**src/rtl/botrom_pkg.sv**
```systemverilog
// botrom_pkg: shared types and constants for the bottom (jump-decision) ROM loader and read side.
package botrom_pkg;
  typedef enum logic [2:0] {IDLE, SYNC, LOAD, CHECK, DONE, ERR} state_t;
  localparam int BOTROM_ADDR_WIDTH = 12;
  localparam int BOTROM_DEPTH = 4096;
  localparam logic [7:0] SYNC_BYTE_DEFAULT = 8'hA5;
  localparam int PC_LSB = 0;
  localparam int NZVC_LSB = 8;
endpackage

```
**src/rtl/botrom_addr_ctr.sv**
```systemverilog
// botrom_addr_ctr: write-address counter with clear, increment and terminal-count flag.
module botrom_addr_ctr #(
  parameter int W = 12
) (
  input  logic         clk,
  input  logic         reset_n,
  input  logic         clr,
  input  logic         inc,
  output logic [W-1:0] count,
  output logic         tc
);
  assign tc = &count;
  always_ff @(posedge clk or negedge reset_n)
    if (!reset_n) count <= '0;
    else if (clr) count <= '0;
    else if (inc) count <= count + 1'b1;
endmodule

```
**src/rtl/botrom_writer.sv**
```systemverilog
// botrom_writer: streams a sync byte plus table bytes into the bottom ROM write port.
// Define BOTROM_WRITER_CHECKSUM_EN to add the trailing checksum byte and the error outcome.
module botrom_writer
  import botrom_pkg::*;
#(
  parameter int         ADDR_WIDTH = BOTROM_ADDR_WIDTH,
  parameter logic [7:0] SYNC_BYTE  = SYNC_BYTE_DEFAULT
) (
  input  logic                  clk,
  input  logic                  reset_n,
  input  logic                  start,
  input  logic [7:0]            in_data,
  input  logic                  in_valid,
  output logic                  in_ready,
  output logic                  wr_en,
  output logic [ADDR_WIDTH-1:0] wr_addr,
  output logic [7:0]            wr_data,
  output logic                  busy,
  output logic                  done,
  output logic                  error
);
`ifdef BOTROM_WRITER_CHECKSUM_EN
  localparam state_t LOAD_EXIT = CHECK;
  logic [7:0] sum;
`else
  localparam state_t LOAD_EXIT = DONE;
`endif
  state_t state;
  logic [ADDR_WIDTH-1:0] count;
  logic tc, accept, inc;
  assign in_ready = state inside {SYNC, LOAD, CHECK};
  assign busy = in_ready;
  assign done = state == DONE;
`ifdef BOTROM_WRITER_CHECKSUM_EN
  assign error = state == ERR;
`else
  assign error = 1'b0;
`endif
  assign accept = in_valid && in_ready;
  // start takes priority, so a byte arriving with it never reaches the ROM
  assign inc = accept && !start && state == LOAD;
  botrom_addr_ctr #(.W(ADDR_WIDTH)) u_ctr (
    .clk(clk), .reset_n(reset_n), .clr(start), .inc(inc), .count(count), .tc(tc)
  );
  always_ff @(posedge clk or negedge reset_n)
    if (!reset_n) begin
      state <= IDLE;
      wr_en <= 1'b0;
      wr_addr <= '0;
      wr_data <= '0;
`ifdef BOTROM_WRITER_CHECKSUM_EN
      sum <= '0;
`endif
    end else begin
      wr_en <= inc;
      if (inc) begin
        wr_addr <= count;
        wr_data <= in_data;
      end
      if (start) begin
        state <= SYNC;
`ifdef BOTROM_WRITER_CHECKSUM_EN
        sum <= '0;
`endif
      end else if (accept) begin
        if (state == SYNC && in_data == SYNC_BYTE) state <= LOAD;
        if (state == LOAD && tc) state <= LOAD_EXIT;
`ifdef BOTROM_WRITER_CHECKSUM_EN
        if (state == LOAD) sum <= sum + in_data;
        if (state == CHECK) state <= 8'(sum + in_data) == 8'd0 ? DONE : ERR;
`endif
      end
    end
endmodule

```
**config.mk**
```make
export PLATFORM = sky130hd
export DESIGN_NAME = botrom_writer
export DESIGN_NICKNAME = d
export VERILOG_FILES = /design/src/rtl/botrom_pkg.sv /design/src/rtl/botrom_addr_ctr.sv /design/src/rtl/botrom_writer.sv
export SDC_FILE = /design/constraint.sdc
export NUM_CORES = 1
export LEC_CHECK = 0
export BUFFER_PORTS_ARGS = -buffer_cell sky130_fd_sc_hd__clkbuf_2
export CAP_MARGIN = 40
export CORE_MARGIN = 1
export CORE_UTILIZATION = 50
export CTS_CLUSTER_SIZE = 40
export DETAILED_ROUTE_END_ITERATION = 8
export PLACE_DENSITY = 0.72
export SYNTH_ARGS = -nofsm -noshare
export SYNTH_HDL_FRONTEND = slang
export SYNTH_SLANG_ARGS = --single-unit
```
**constraint.sdc**
```tcl
create_clock -name clk -period 2.3 [get_ports clk]
set_input_delay 0.23 -clock clk [delete_from_list [all_inputs] [get_ports clk]]
set_output_delay 0.23 -clock clk [all_outputs]
set_load 0.05 [all_outputs]
```
# Word level (Yosys, flattened, before mapping)
# Cells that the tools add are included.
[classes]
reduce_logical = 12
n_mux = 6
addsub = 1
n_eq_ne = 5
[op_table]
columns = ["operator", "n"]
rows = [
  ["12-bit 2-to-1 mux", 2],
  ["12-bit by 1-bit adder with 12-bit output (second input constant)", 1],
  ["3-bit 2-to-1 mux", 4],
  ["12-bit AND reduction", 1],
  ["8-bit == test (second input constant)", 1],
  ["3-bit by 2-bit == test with 1-bit output (second input constant)", 2],
  ["3-bit nonzero test", 2],
  ["1-bit logical AND", 5],
  ["2-bit nonzero test", 2],
  ["3-bit by 1-bit == test with 1-bit output (second input constant)", 1],
  ["3-bit == test (second input constant)", 1],
  ["2-bit AND reduction", 1],
  ["1-bit zero test", 1],
]
[word_totals]
register_bits = 36
out_inout_bits = 25
word_cells = 29

# Depth between registers and ports, before layout
# Gate-level depths: netlist of the first run.
[logic_depth]
word_depth = 7
mapped_depth = 5
depth_no_buf = 4

# Cells and area by module
# A second synthesis of the first run with hierarchy kept.
[unflattened]
cells_unflattened = 128
hier_area_um2 = 1659.1
[modules_own_cells]
columns = ["module", "cells_each", "area_per_inst_um2", "seq_area_each_um2", "n_inst"]
rows = [
  ["botrom_writer", 68, 1061.0, 600.6, 1],
  ["botrom_addr_ctr", 60, 598.1, 300.3, 1],
]

# Least setup slack after synthesis of the first run
# Ideal clock, no wire load.
[synth_path]
path_kind = "register to output"
startpoint = "reg state[0]"
endpoint = "out done"
path_stages_with_launch = 2
t_arrival_ps = 1564
t_required_ps = 2070
setup_slack_ps = 506
cell_sequence = "dfrtp_1 -> nor3b_1"
[synth_via]
elab_chain_len = 1
[synth_lines]
columns = ["element", "line", "rtl"]
rows = [
  ["from (decl)", "botrom_writer.sv:28", "state_t state;"],
  ["from (signal assigned)", "botrom_writer.sv:47", "state <= IDLE;"],
  ["from (signal assigned)", "botrom_writer.sv:61", "state <= SYNC;"],
  ["from (signal assigned)", "botrom_writer.sv:66", "if (state == SYNC && in_data == SYNC_BYTE) state <= LOAD;"],
  ["3-bit == test", "botrom_writer.sv:33", "assign done = state == DONE;"],
  ["to (decl)", "botrom_writer.sv:19", "output logic done,"],
]
# No other way between the ends.

# Worst setup path in the final report of the first run
[layout_path]
startpoint = "reg state[0]"
endpoint = "reg u_ctr.count[11]"
[layout_via]
elab_chain_len = 6
[layout_lines]
columns = ["element", "line", "rtl"]
rows = [
  ["3-bit by 1-bit == test with 1-bit output, or another cell as far along", "botrom_writer.sv:31", "assign in_ready = state inside {SYNC, LOAD, CHECK};"],
  ["3-bit nonzero test", "botrom_writer.sv:31", ""],
  ["1-bit logical AND", "botrom_writer.sv:39", "assign accept = in_valid && in_ready;"],
  ["1-bit logical AND", "botrom_writer.sv:41", "assign inc = accept && !start && state == LOAD;"],
  ["1-bit logical AND (*)", "botrom_writer.sv:41", ""],
  ["2-bit nonzero test (no source line) (*)", "n/a", ""],
  ["to (signal assigned)", "botrom_addr_ctr.sv:16", "else if (inc) count <= count + 1'b1;"],
  ["to (decl)", "botrom_addr_ctr.sv:9", "output logic [W-1:0] count,"],
]
# Every way passes the cells marked *; elsewhere a longest branch is shown, timed or not.
# A chain may end at the register's enable or synchronous reset.

==> results.py, run 1 <==
metrics = {
    "run_status": {
        "status": "completed",
    },
    "die": {
        "fp.dieArea_um2": 3480,
        "dieWidth_um": 59.0,
        "start_util": 0.527,
        "fp.coreArea_um2": 3080,
        "num_io_pins": 37,
        "fp.dieH_um": 59.0,
        "rows": 20,
    },
    "timing": {
        "finalCritPeriodShare": 0.739,
        "rsz0062_at_grt": "no",
        "finalMaxSlewViolations": 0,
        "whs_ps": 143,
        "tns_ps": 0,
        "setup_viol": 0,
        "fmax_ghz": 0.588,
        "min_period_ps": 1700,
        "finalClockSkew_ps": 12.3,
        "timing_hold_violations_final": 0,
    },
    "drt": {
        "vias_per_cell": 5.36,
        "drt_first_pass_iters": 4,
        "wl_per_cell_um": 13.9,
        "ant_nets": 0,
        "drtIter0Drc": 18,
        "route.detailed.drc": 0,
        "num_vias": 1147,
        "drt_wl_total_um": 2980,
    },
    "cts": {
        "clkTransAtPathRegs_ps": 100,
        "cts.repair.resized": 0,
        "post_cts_buffers": 0,
        "cts.sinks": 36,
        "clock_path_buffers": 2,
        "cts_root_buffer": "clkbuf_4",
        "insertion_delay_ps": 330,
        "cts_tree": "built",
        "htreeDepth": 2,
        "numCtsBuffers": 5,
    },
    "global_route": {
        "overflow": 0,
        "grt_pass1_vias": 1104,
        "grt_max_degree": 23,
        "grt_usage": 0.203,
        "antenna_found_initial": 0,
        "grt_pass1_wl_um": 5050,
    },
    "layout": {
        "antenna_cells": 0,
        "syn_to_final_growth_pct": 18.3,
        "layout-drive-gt1-share": 0.435,
        "final_cells": 214,
        "fin_nets": 182,
        "most-common-layout-cells": "36 x dfrtp_1, 35 x clkbuf_2, 25 x mux2_2, 7 x nor2_1",
        "final_common_cell": "dfrtp_1",
    },
    "critical_path": {
        "crit_arrival_ps": 1910,
        "path_class": "register to register",
        "end_kind": "register",
        "required_ps": 2510,
        "crit_buf_inv": 1,
        "startpoint_type": "register",
        "crit_path_cell_trace": "nand4bb_1, buf_4, nor4_1, mux2_2",
        "crit_fanout": 19,
        "crit_family": "simple AND/OR/NAND/NOR gates",
        "slowest_stage": "dfrtp_1",
        "critPathMaxStageDelay_ps": 430,
    },
    "power_and_ir_drop": {
        "finalPower_mw": 1.02,
        "pwr-share-clk": 0.335,
        "seq_power_share": 0.622,
        "p_sw_mw": 0.217,
        "powerDensity_nw_per_um2": 529,
        "p_sw_frac": 0.214,
        "intPower_mw": 0.799,
        "p_leak_nw": 0.942,
        "vdd_drop_max_mv": 0.313,
        "p_comb_frac": 0.043,
    },
    "synthesis": {
        "yosysSeqAreaShare": 0.555,
        "synth-simple-area-share": 0.153,
        "synthCells": 130,
        "ys_ff_latch": 36,
        "yosys.area_share.xor_xnor": 0.00540,
        "synth_top_family_by_area": "multiplexers",
        "synth_compound_area_frac": 0.0578,
        "yosys-mux-area-fraction": 0.180,
        "yosys_warnings": 0,
        "synth_area_um2": 1620,
        "synth.avg_cell_area_um2": 12.5,
        "synth_fa_ha_area_frac": 0.00771,
        "ys_types": 31,
        "synth_nets": 143,
    },
    "place": {
        "port_buffers": 35,
        "dp_hpwl_um": 2140,
        "globalplace.congestion": 0.764,
        "place_inst": 205,
    },
    "run": {
        "maxCapViolCount": 0,
    },
    "hold_path": {
        "hold_class": "primary input to register",
    },
}
[flip-flops by register name (all words and copies together), names as in the netlist]
signal,flops
wr_data,8
wr_en,1
u_ctr.count,12
state,3
wr_addr,12
[power groups by stage]
stage	Combinational, mW	Clock (mW)	Sequential, mW
3_5_place_dp	0.0436	0	0.645
2_1_floorplan	0.0140	0	0.645
4_1_cts	0.0449	0.352	0.633
5_1_grt	0.0496	0.381	0.633
3_3_place_gp	0.0360	0	0.645
6_report	0.0438	0.340	0.633
[layout make-up]
type	count	area, µm²
well taps	44	55.1
flip-flops and latches	36	901
fillers	248	1160
multi-input cells	83	659
inverters	3	11.3
clock buffers	8	58.8
repair buffers	40	235
[cells in the mapped netlist]
cell / instances / area (µm²)
clkbuf_1: 2 / 7.51
nor4_1: 5 / 31.3
nand3_1: 2 / 10.0
buf_4: 3 / 22.5
inv_1: 3 / 11.3
buf_6: 1 / 11.3
a21o_1: 1 / 7.51
ha_1: 1 / 12.5
o22ai_1: 1 / 6.26
dfrtp_1: 36 / 901
nand2_1: 4 / 15.0
nor2_1: 7 / 26.3
nor4bb_1: 3 / 30.0
mux2_2: 25 / 282
nand4_1: 4 / 25.0
nor2b_1: 5 / 31.3
nand4bb_1: 1 / 11.3
o31ai_1: 4 / 30.0
nand2b_1: 1 / 6.26
nor3b_1: 1 / 7.51
conb_1: 1 / 3.75
mux2i_1: 1 / 10.0
xor2_1: 1 / 8.76
or3_1: 1 / 6.26
nor4_2: 1 / 12.5
a21oi_1: 5 / 25.0
o21ai_0: 1 / 5.00
o21ba_2: 2 / 20.0
or4_1: 4 / 30.0
buf_2: 2 / 10.0
nor2_2: 1 / 6.26
[through the flow]
stage,util,worst slack (ps),cell area (µm²)
finish,0.624,599,1920
global placement,0.593,668,1820
floorplan,-,506,1620
global route,0.624,485,1920
detailed placement,0.602,617,1850
CTS,0.624,585,1920
[routing by layer]
metal  track usage  up-vias  share of wire
li1              -      554              -
met1         0.253      570           0.44
met2         0.331       21           0.52
met3        0.0655        2          0.035
met4        0.0714        0         0.0071
met5             0        -              0
[path summary, 6_finish.rpt]
| kind | from | to | slack, ps | depth (start not counted) |
|---|---|---|---|---|
| max | state[0]$_DFFE_PN0P_ | u_ctr.count[11]$_DFFE_PN0P_ | 600 | 4 |
| min | in_data[2] | wr_data[2]$_DFFE_PN0P_ | 140 | 2 |
| max reg2reg | state[0]$_DFFE_PN0P_ | u_ctr.count[11]$_DFFE_PN0P_ | 600 | 4 |
| min reg2reg | wr_addr[3]$_DFFE_PN0P_ | wr_addr[3]$_DFFE_PN0P_ | 510 | 1 |
| max in group asynchronous | reset_n | u_ctr.count[11]$_DFFE_PN0P_ | 1490 | 3 |
| min in group asynchronous | reset_n | wr_addr[7]$_DFFE_PN0P_ | 360 | 2 |
[cell families (layout without fill, tap and decap cells)]
kind of cell	Yosys count	in the layout
simple gates	40	40
mux	26	26
compound gates	14	14
other cells	1	1
xor+xnor	1	1
flops	36	36
fa+ha+maj	1	1
buf+inv	11	51
[repair_timing]
action	CTS	global route
setup endpoints to repair	0	0
hold buffers	1	0
endpoints found under the hold margin	14	0
(Power assumes the default switching activity.)
==> run 2, diff against run 1 <==
==> constraint.sdc (replaced) <==
create_clock -name clk -period 1.74 [get_ports clk]
set_input_delay 0.174 -clock clk [delete_from_list [all_inputs] [get_ports clk]]
set_output_delay 0.174 -clock clk [all_outputs]
set_load 0.05 [all_outputs]
==> run 2 against run 1 <==
Effect of this change: first-iteration DRC count increased by 5.6%; largest cell class unchanged; highest routed layer unchanged; cell count is 2.3% higher; die area did not move; global-route usage is 0.54 points lower; final area grew 2.5%.
==> results.py, run 2 (synthesis gave the netlist of run 1 again) <==
metrics = {
    "timing": {
        "rsz0062_at_grt": "yes",
        "fmax_ghz": 0.598,
        "finalClockSkew_ps": 5.07,
        "finalMaxSlewViolations": 0,
        "min_period_ps": 1670,
        "setup_viol": 0,
        "whs_ps": 80.6,
        "timing_hold_violations_final": 0,
        "finalCritPeriodShare": 0.961,
    },
    "power_and_ir_drop": {
        "powerDensity_nw_per_um2": 682,
        "vdd_drop_max_mv": 0.469,
        "finalPower_mw": 1.34,
        "p_leak_nw": 0.959,
    },
    "global_route": {
        "grt-busiest-layer": "met2",
        "use_met3": 0.0459,
        "met2_usage": 0.310,
        "antenna_found_initial": 0,
        "grt_usage": 0.197,
        "grt_pass1_wl_um": 4970,
        "grt_pass1_vias": 1096,
        "grt_max_degree": 37,
        "overflow": 0,
        "gr-usage-met1": 0.255,
    },
    "run": {
        "maxCapViolCount": 0,
    },
    "hold_path": {
        "hold_class": "primary input to register",
    },
    "cts": {
        "cts.sinks": 36,
        "insertion_delay_ps": 330,
        "htreeDepth": 2,
        "clkTransAtPathRegs_ps": 100,
        "cts_root_buffer": "clkbuf_4",
        "numCtsBuffers": 5,
        "clock_path_buffers": 2,
        "cts_tree": "built",
    },
    "layout": {
        "final_common_cell": "dfrtp_1",
        "final_util": 0.640,
        "layout-drive-gt1-share": 0.480,
        "fin_nets": 187,
        "most-common-layout-cells": "36 x dfrtp_1, 35 x clkbuf_2, 25 x mux2_2, 9 x buf_4, 7 x nor2_1",
        "reg_top3": "u_ctr.count x12, wr_addr x12, wr_data x8",
        "final_cells": 219,
        "antenna_cells": 0,
        "syn_to_final_growth_pct": 21.4,
        "fillers": 258,
    },
    "critical_path": {
        "startpoint_type": "register",
        "path_class": "register to register",
        "crit_arrival_ps": 1900,
        "required_ps": 1970,
        "crit_fanout": 18,
        "end_kind": "register",
    },
    "drt": {
        "num_vias": 1163,
        "vias_per_cell": 5.31,
        "wl_per_cell_um": 13.7,
        "drtIter0Drc": 19,
        "drt_wl_total_um": 3000,
        "route.detailed.drc": 0,
        "drt_first_pass_iters": 4,
        "ant_nets": 0,
    },
    "run_status": {
        "status": "completed",
    },
    "place": {
        "dp_hpwl_um": 2080,
        "globalplace.congestion": 0.802,
        "port_buffers": 35,
        "place_inst": 209,
    },
    "die": {
        "rows": 20,
        "num_io_pins": 37,
        "fp.dieArea_um2": 3480,
        "fp.coreArea_um2": 3080,
        "start_util": 0.527,
        "dieWidth_um": 59.0,
        "fp.dieH_um": 59.0,
    },
}
[run 2: cell count changes in the layout (fill, tap and decap cells not counted)]
cell / delta
buf_16: -1
nor4_1: -5
nor4_2: +5
buf_4: +6
[run 2: timing repair]
item                                   in CTS  in global routing
gates resized for setup                     0                  5
setup endpoints to repair                   0                  5
setup buffers                               0                  1
hold buffers                                1                  0
endpoints found under the hold margin      36                  0
[run 2: metal layers]
metal	part of all wire	routed length [µm]
met2	0.51	1530
met4	0.016	47
met5	0	0
met3	0.032	96
met1	0.44	1330
[run 2: critical path, stage by stage, from the launching register on]
cell	delay, ps
dfrtp_1	430
nand4bb_1	230
buf_4	240
nor4_2	300
mux2_2	360
[run 2: path summary, 6_finish.rpt]
path | start | to | slack (ps) | cells past startpoint
min reg2reg | wr_addr[6]$_DFFE_PN0P_ | wr_addr[6]$_DFFE_PN0P_ | 510 | 1
min in group asynchronous | reset_n | state[1]$_DFFE_PN0P_ | 400 | 3
max reg2reg | state[2]$_DFFE_PN0P_ | u_ctr.count[11]$_DFFE_PN0P_ | 70 | 4
max in group asynchronous | reset_n | wr_addr[11]$_DFFE_PN0P_ | 1040 | 3
min | in_data[0] | wr_data[0]$_DFFE_PN0P_ | 80 | 2
max | state[2]$_DFFE_PN0P_ | u_ctr.count[11]$_DFFE_PN0P_ | 70 | 4
[run 2: final cells by class]
cell class	instances	area, µm²	share of cell area
inverters	3	11.3	0.00572
repair buffers	45	253	0.128
multi-input cells	83	691	0.351
flip-flops and latches	36	901	0.457
clock buffers	8	58.8	0.0299
well taps	44	55.1	0.0280
[run 2: power by group]
| part | total, mW | internal [mW] | switching (mW) | leakage (nW) |
|---|---|---|---|---|
| clock | 0.454 | 0.199 | 0.255 | 0.0326 |
| combinational | 0.0535 | 0.0181 | 0.0354 | 0.428 |
| sequential | 0.836 | 0.836 | 0.0000940 | 0.498 |
[run 2: metrics by stage]
stage	instance area, µm²	setup WS (ps)	setup TNS, ps
floorplan	1620	1.97	0
global placement	1860	138	0
detailed placement	1860	65.9	0
CTS	1930	57.2	0
global route	1970	-23.1	-27.2
finish	1970	67.1	0
==> run 3, diff against run 2 <==
==> constraint.sdc (replaced) <==
create_clock -name clk -period 1.74 [get_ports clk]
set_input_delay 0.087 -clock clk [delete_from_list [all_inputs] [get_ports clk]]
set_output_delay 0.087 -clock clk [all_outputs]
set_load 0.05 [all_outputs]
==> run 3 against run 2 <==
Effect of this change: first-iteration DRC count increased by 21%; critical path depth unchanged; flip-flop and latch count unchanged; sequential power hardly changed; utilization up 2.6 points; cell count up 3.7%; non-clock buffer count grew 8; clock-buffer cell count unchanged; combinational power is 27% higher; wire length increased by 4.1%; sequential share of layout area decreased by 1.8 points; via count increased by 4.0%; critical path type unchanged; largest power group unchanged; highest routed layer unchanged.
==> results.py, run 3 (synthesis gave the netlist of run 1 again) <==
metrics = {
    "layout": {
        "fillers": 250,
        "multiInputGateArea_um2": 691,
        "most-common-layout-cells": "36 x dfrtp_1, 35 x clkbuf_2, 25 x mux2_2, 9 x dlygate4sd3_1, 9 x buf_4",
        "regArea_um2": 901,
        "reg_top3": "u_ctr.count x12, wr_addr x12, wr_data x8",
        "layout-drive-gt1-share": 0.459,
        "fin_nets": 195,
        "stdcell_area_um2": 2050,
        "final_common_cell": "dfrtp_1",
        "syn_to_final_growth_pct": 26.3,
        "antenna_cells": 0,
    },
    "critical_path": {
        "rrSetupSlack_ps": 70,
        "slowest_stage": "dfrtp_1",
        "crit_family": "simple AND/OR/NAND/NOR gates",
        "required_ps": 1970,
        "path_class": "register to register",
        "cp.depth": 4,
        "startpoint_type": "register",
        "crit_path_cell_trace": "nand4bb_1, buf_4, nor4_2, mux2_2",
        "crit_fanout": 18,
        "end_kind": "register",
        "critPathMaxStageDelay_ps": 420,
        "rr_endpoint": "u_ctr.count[11]$_DFFE_PN0P_",
        "worstSetupStartpoint": "state[2]$_DFFE_PN0P_",
        "crit_buf_inv": 1,
        "cp-endpoint": "u_ctr.count[11]$_DFFE_PN0P_",
        "r2r_cells": 4,
        "crit_arrival_ps": 1900,
        "reg2reg_from": "state[2]$_DFFE_PN0P_",
    },
    "drt": {
        "route.detailed.drc": 0,
        "ant_nets": 0,
        "wl_per_cell_um": 13.8,
        "drtIter0Drc": 23,
        "drt_first_pass_iters": 4,
        "vias_per_cell": 5.33,
        "drt_wl_total_um": 3130,
        "num_vias": 1209,
    },
    "timing": {
        "finalMaxSlewViolations": 0,
        "fmax_ghz": 0.598,
        "min_period_ps": 1670,
        "timing_hold_violations_final": 0,
        "whs_ps": 154,
        "setup_viol": 0,
        "finalCritPeriodShare": 0.961,
        "finalClockSkew_ps": 3.85,
        "rsz0062_at_grt": "yes",
    },
    "die": {
        "dieWidth_um": 59.0,
        "rows": 20,
        "fp.dieArea_um2": 3480,
        "fp.coreArea_um2": 3080,
        "fp.dieH_um": 59.0,
        "num_io_pins": 37,
        "start_util": 0.527,
    },
    "cts": {
        "cts_tree": "built",
        "cts_root_buffer": "clkbuf_4",
        "numCtsBuffers": 5,
        "insertion_delay_ps": 330,
        "htreeDepth": 2,
        "cts.sinks": 36,
        "clock_path_buffers": 2,
        "clkTransAtPathRegs_ps": 100,
    },
    "power_and_ir_drop": {
        "seq_power_share": 0.617,
        "intPower_mw": 1.07,
        "p_comb_frac": 0.050,
        "p_leak_nw": 0.992,
        "vdd_drop_max_mv": 0.466,
        "powerDensity_nw_per_um2": 661,
        "p_sw_mw": 0.290,
        "pwr-share-clk": 0.333,
        "p_sw_frac": 0.214,
    },
    "hold_path": {
        "hold_class": "primary input to register",
    },
    "global_route": {
        "overflow": 0,
        "grt_pass1_wl_um": 5150,
        "grt_max_degree": 37,
        "grt_pass1_vias": 1129,
        "grt_usage": 0.204,
        "antenna_found_initial": 0,
    },
    "place": {
        "port_buffers": 35,
        "place_area_um2": 1860,
        "dp_hpwl_um": 2080,
        "globalplace.congestion": 0.802,
    },
    "run_status": {
        "status": "completed",
    },
    "run": {
        "maxCapViolCount": 0,
    },
}
[run 3: what timing repair did]
item,in CTS,in global routing
setup buffers,0,1
resized for setup,0,5
endpoints found under the setup margin,0,5
endpoints found under the hold margin,44,0
hold buffers,9,0
[run 3: power groups by stage]
stage	logic, mW	clock network (mW)	registers [mW]
floorplan	0.0185	0	0.853
global placement	0.0518	0	0.853
detailed placement	0.0534	0	0.853
CTS	0.0691	0.474	0.836
global route	0.0765	0.504	0.837
finish	0.0682	0.451	0.836
[run 3: stage by stage]
step / cells / power (mW) / util / setup TNS [ps] / worst slack (ps)
3_3_place_gp: 209 / 0.904 / 0.605 / 0 / 138
6_report: 227 / 1.36 / 0.666 / 0 / 67.1
2_1_floorplan: 130 / 0.872 / - / 0 / 89.0
5_1_grt: 227 / 1.42 / 0.666 / -27.2 / -23.1
3_5_place_dp: 209 / 0.906 / 0.605 / 0 / 65.9
4_1_cts: 226 / 1.38 / 0.653 / 0 / 57.2
[run 3: area by class of cell]
cell class,instances,area share
inverters,3,0.00549
repair buffers,53,0.162
well taps,44,0.0269
multi-input cells,83,0.337
flip-flops and latches,36,0.440
clock buffers,8,0.0287
[run 3: worst min path at each step]
stage               startpoint                endpoint  slack, ps  cells past startpoint
floorplan              reset_n    state[0]$_DFFE_PN0P_       -210                      0
global placement       reset_n  wr_data[1]$_DFFE_PN0P_        150                      2
detailed placement     reset_n  wr_addr[5]$_DFFE_PN0P_        150                      2
CTS                      start         wr_en$_DFF_PN0_        150                      3
global route             start         wr_en$_DFF_PN0_        150                      3
finish                   start         wr_en$_DFF_PN0_        150                      3
[run 3: per-layer routing]
layer	track usage	wire [µm]	vias up	part of all wire
li1	-	-	576	-
met1	0.265	1370	605	0.44
met2	0.323	1610	21	0.51
met3	0.0459	94	7	0.030
met4	0.102	57	0	0.018
met5	0	0	-	0
[run 3: worst register-to-register path, stage by stage, from the launching register on]
cell and delay, ps:
dfrtp_1 420, nand4bb_1 230, buf_4 240, nor4_2 310, mux2_2 360
